**src/rtl/axis32to8.sv**
```systemverilog
// 32-bit keep/last word stream to byte stream unpacker.
// Emits kept lanes in configurable order, one byte per cycle, with no bubble between words.
module axis32to8 #(
   parameter bit LSB_FIRST = 1'b1
) (
   input  logic        clk,
   input  logic        rst,
   input  logic [31:0] m_data,
   input  logic [3:0]  m_keep,
   input  logic        m_last,
   input  logic        m_valid,
   output logic        m_ready,
   output logic [7:0]  s_data,
   output logic        s_last,
   output logic        s_valid,
   input  logic        s_ready,
   output logic        drop_seen
);

   logic [31:0] word;
   logic [3:0]  pend;
   logic        hlast;

   logic [1:0]  cur_idx;
   logic [3:0]  cur_bit;
   logic        busy;
   logic        fin;
   logic        load;
   logic        take;

   // NOTE: every variable assigned in always_comb gets a default first so no latch is inferred.
   always_comb begin
      cur_idx = 2'd0;
      if (LSB_FIRST) begin
         for (int i = 3; i >= 0; i--)
            if (pend[i]) cur_idx = 2'(i);
      end else begin
         for (int i = 0; i < 4; i++)
            if (pend[i]) cur_idx = 2'(i);
      end
   end

   assign cur_bit = 4'b0001 << cur_idx;
   assign busy    = |pend;
   assign fin     = (pend == cur_bit);

   assign s_valid = busy;
   assign s_data  = word[{cur_idx, 3'b000} +: 8];
   assign s_last  = busy & fin & hlast;

   // Ready looks through to s_ready so the next word loads in the same cycle the final byte leaves.
   assign m_ready = ~rst & (~busy | (fin & s_ready));

   assign take = s_valid & s_ready;
   assign load = m_valid & m_ready;

   // NOTE: sequential state uses non-blocking assignments; the later load assignment to pend
   // overrides the lane clear, which gives the load priority within a cycle.
   always_ff @(posedge clk) begin
      if (rst) begin
         word      <= 32'h0;
         pend      <= 4'h0;
         hlast     <= 1'b0;
         drop_seen <= 1'b0;
      end else begin
         if (take)
            pend <= pend & ~cur_bit;
         if (load) begin
            word  <= m_data;
            pend  <= m_keep;
            hlast <= m_last & (|m_keep);
            if (m_keep == 4'h0)
               drop_seen <= 1'b1;
         end
      end
   end

endmodule

```
**config.mk**
```make
export PLATFORM = sky130hd
export DESIGN_NAME = axis32to8
export DESIGN_NICKNAME = d
export VERILOG_FILES = /design/src/rtl/axis32to8.sv
export SDC_FILE = /design/constraint.sdc
export NUM_CORES = 1
export LEC_CHECK = 0
export BUFFER_PORTS_ARGS = -buffer_cell sky130_fd_sc_hd__buf_2
export CAP_MARGIN = 20
export CELL_PAD_IN_SITES_DETAIL_PLACEMENT = 2
export CELL_PAD_IN_SITES_GLOBAL_PLACEMENT = 2
export CORE_UTILIZATION = 35
export CTS_BUF_LIST = sky130_fd_sc_hd__clkbuf_8
export DETAILED_ROUTE_END_ITERATION = 10
export GPL_TIMING_DRIVEN = 0
export PLACE_DENSITY = 0.91
export SKIP_LAST_GASP = 1
export SLEW_MARGIN = 20
export SYNTH_ARGS = -nofsm -noshare
export SYNTH_HDL_FRONTEND = slang
export SYNTH_SLANG_ARGS = --single-unit
```
**constraint.sdc**
```tcl
create_clock -name clk -period 3.13 [get_ports clk]
set_input_delay 0.313 -clock clk [delete_from_list [all_inputs] [get_ports clk]]
set_output_delay 0.313 -clock clk [all_outputs]
set_load 0.01 [all_outputs]
```
==> impl_metrics.json <==
{
  "syn_to_final_growth_pct": 23.1,
  "crit_required_ns": 2.82,
  "fmax_ghz": 0.343,
  "period_minus_slack_ns": 2.91,
  "wl_per_cell_um": 19.0,
  "met2_wirelength_um": 3470,
  "finalPower_mw": 1.58,
  "cts_root_buffer": "clkbuf_8",
  "fin_nets": 327,
  "r2r_start": "pend[0]",
  "post_cts_buffers": 0,
  "totalWireLength_um": 6750,
  "r2r_end": "word[26]",
  "syn_nets": 270,
  "cp-end-kind": "output pin",
  "crit_type": "reg2out",
  "synth_area_per_cell_um2": 9.28,
  "grt_pass1_vias": 2086,
  "coreArea_um2": 5640,
  "leakagePower_nw": 1.16,
  "synthSimpleGateAreaFrac": 0.297,
  "gp_congestion": 0.807,
  "core.rowCount": 27,
  "diodes": 0,
  "cp-start-kind": "flip-flop",
  "powerDensity_nw_per_um2": 616,
  "setup-violations-final": 0,
  "fp.dieW_um": 79.2,
  "drc": 0,
  "grt_max_degree": 13,
  "tns_ns": 0,
  "start_util": 0.370,
  "cts_resized": 0,
  "met3WireLength_um": 203,
  "postRouteAntennaNets": 0,
  "gr-usage-all-layers": 0.237,
  "drtIter0Drc": 55,
  "ctsHoldBuffers": 0,
  "outcome": "finished clean",
  "synthCells": 225,
  "hold_viol": 0,
  "cp-startpoint": "pend[0]",
  "dpl_cell_area_um2": 2430,
  "dpl.hpwl_um": 4770,
  "synth_flop_cell": "dfxtp_1",
  "grt_pass1_wl_um": 11000,
  "grt_overflow": 0,
  "fillers": 655,
  "highest_layer": "met4",
  "slew_viol_final": 0,
  "cts_tree": "yes",
  "vias_per_cell": 5.29,
  "synth_cell_types": 25,
  "post-route-cell-area_um2": 2570,
  "netlist.area_leader.share": 0.364,
  "insertion_delay_ns": 0.31,
  "synthesis.area_um2": 2090,
  "cts_buffer_depth": 2,
  "r2r_slack_ns": 0.35,
  "ys_seq_area_frac": 0.364,
  "rsz0062_at_grt": "no",
  "arrival_ns": 2.60,
  "crit_path_end": "m_ready",
  "skew_ns": 0.0117,
  "synth_top_family_by_area": "simple AND/OR/NAND/NOR gates",
  "io_pins": 53,
  "ys_ff_latch": 38,
  "max_slew_margin": 0.314,
  "synth_xor_area_frac": 0,
  "drv_cap": 0,
  "vdd_drop_max_uv": 240,
  "die_area_um2": 6280,
  "die_h_um": 79.2,
  "r2r.worst_path.cells": 8,
  "yosys.area.top_type": "dfxtp_1",
  "worst_pin_slew_ns": 1.03,
  "worst-path-max-fanout": 9,
  "synth-edff-count": 0,
  "clk_pin_slew_ns": 0.08,
  "async_flop_share": 0,
  "clock-sinks": 38,
  "met1Wirelength_um": 2960,
  "port_buffers": 50,
  "vias": 1879,
  "cts_buffers": 5,
  "synth-compound-area-share": 0.0869,
  "synthTopCellsByArea": "dfxtp_1, nand2b_1, mux2i_1",
  "htree_levels": 2,
  "antenna_found_initial": 0,
  "synthMuxAreaShare": 0.177,
  "drive_gt1_frac": 0.226,
  "drtPass1Iterations": 4,
  "post-route-period-util": 0.931,
  "synth_fa_ha_area_frac": 0.0240,
  "hold_class": "in2reg",
  "yosysWarnings": 0
}
-- layout by cell type (no fill, tap or decap), types with 2 or more instances in the layout --
cell type	n
a21oi_1	9
a221o_1	8
buf_1	3
buf_2	51
buf_6	3
bufinv_16	2
clkbuf_1	12
clkbuf_8	6
dfxtp_1	38
ha_1	4
inv_1	3
mux2i_1	37
nand2_1	11
nand2b_1	71
nand3b_1	9
o32ai_1	4
or4_1	2
-- stage by stage --
stage	setup WS, ns	util	cells	hold WS (ns)
floorplan	1.03	-	225	0.447
global placement	0.544	0.430	347	0.439
detailed placement	0.380	0.430	347	0.455
CTS	0.142	0.456	355	0.253
global route	0.0485	0.456	355	0.262
finish	0.217	0.456	355	0.256
-- how the worst min path moves through the flow --
| stage | endpoint | from | cells after the start | slack (ns) |
|---|---|---|---|---|
| finish | word[15] | m_data[15] | 3 | 0.26 |
| global route | word[9] | m_data[9] | 3 | 0.26 |
| CTS | word[0] | m_data[0] | 3 | 0.25 |
| detailed placement | drop_seen | drop_seen | 2 | 0.45 |
| global placement | drop_seen | drop_seen | 2 | 0.44 |
| floorplan | hlast | hlast | 2 | 0.45 |
-- per-layer routing --
| metal | global-route usage | vias up |
|---|---|---|
| li1 | - | 885 |
| met1 | 0.278 | 938 |
| met2 | 0.427 | 44 |
| met3 | 0.0517 | 12 |
| met4 | 0.0745 | 0 |
| met5 | 0 | - |
-- critical path, cell delays in order (launching register included) --
cell	delay, ns
dfxtp_1	0.38
nor4b_2	0.92
inv_1	0.12
ha_1	0.33
and4_1	0.20
nand2_1	0.06
a21oi_1	0.15
buf_2	0.14
-- state kept, by name, indices dropped and copies added (netlist names) --
register and count:
hlast 1, drop_seen 1, word 32, pend 4
-- where the power goes --
group	switching, mW	leakage [nW]	total [mW]	internal (mW)
Clock	0.197	0.0714	0.538	0.340
Combinational	0.237	0.777	0.442	0.205
Sequential	0.0510	0.312	0.603	0.552
Total	0.485	1.16	1.58	1.10
-- cell usage after synthesis (2+ instances only) --
| master | instances |
|---|---|
| a221o_1 | 8 |
| a21oi_1 | 9 |
| nand3b_1 | 9 |
| mux2i_1 | 37 |
| buf_1 | 3 |
| clkbuf_1 | 12 |
| nand2b_1 | 71 |
| dfxtp_1 | 38 |
| o32ai_1 | 4 |
| or4_1 | 2 |
| nand2_1 | 11 |
| buf_6 | 3 |
| ha_1 | 4 |
| inv_1 | 3 |
-- logic make-up (layout without fill, tap and decap cells) --
kind of cell | after synthesis | in the layout
AND/OR/NAND/NOR | 100 | 100
AO/OA/AOI/OAI | 24 | 24
adder cells (fa/ha/maj) | 4 | 4
multiplexers | 37 | 37
flip-flops | 38 | 38
buffers and inverters | 22 | 80
-- layout make-up --
cell class,instances,area [um^2],area share
Clock buffer,6,82.6,0.0321
Tap cell,72,90.1,0.0350
Inverter,3,11.3,0.00438
Buffer,19,95.1,0.0370
Timing Repair Buffer,50,250,0.0973
Multi-Input combinational cell,165,1220,0.475
Clock inverter,2,60.1,0.0234
Sequential cell,38,761,0.296
Note: power is estimated with default switching activity, not from simulation.
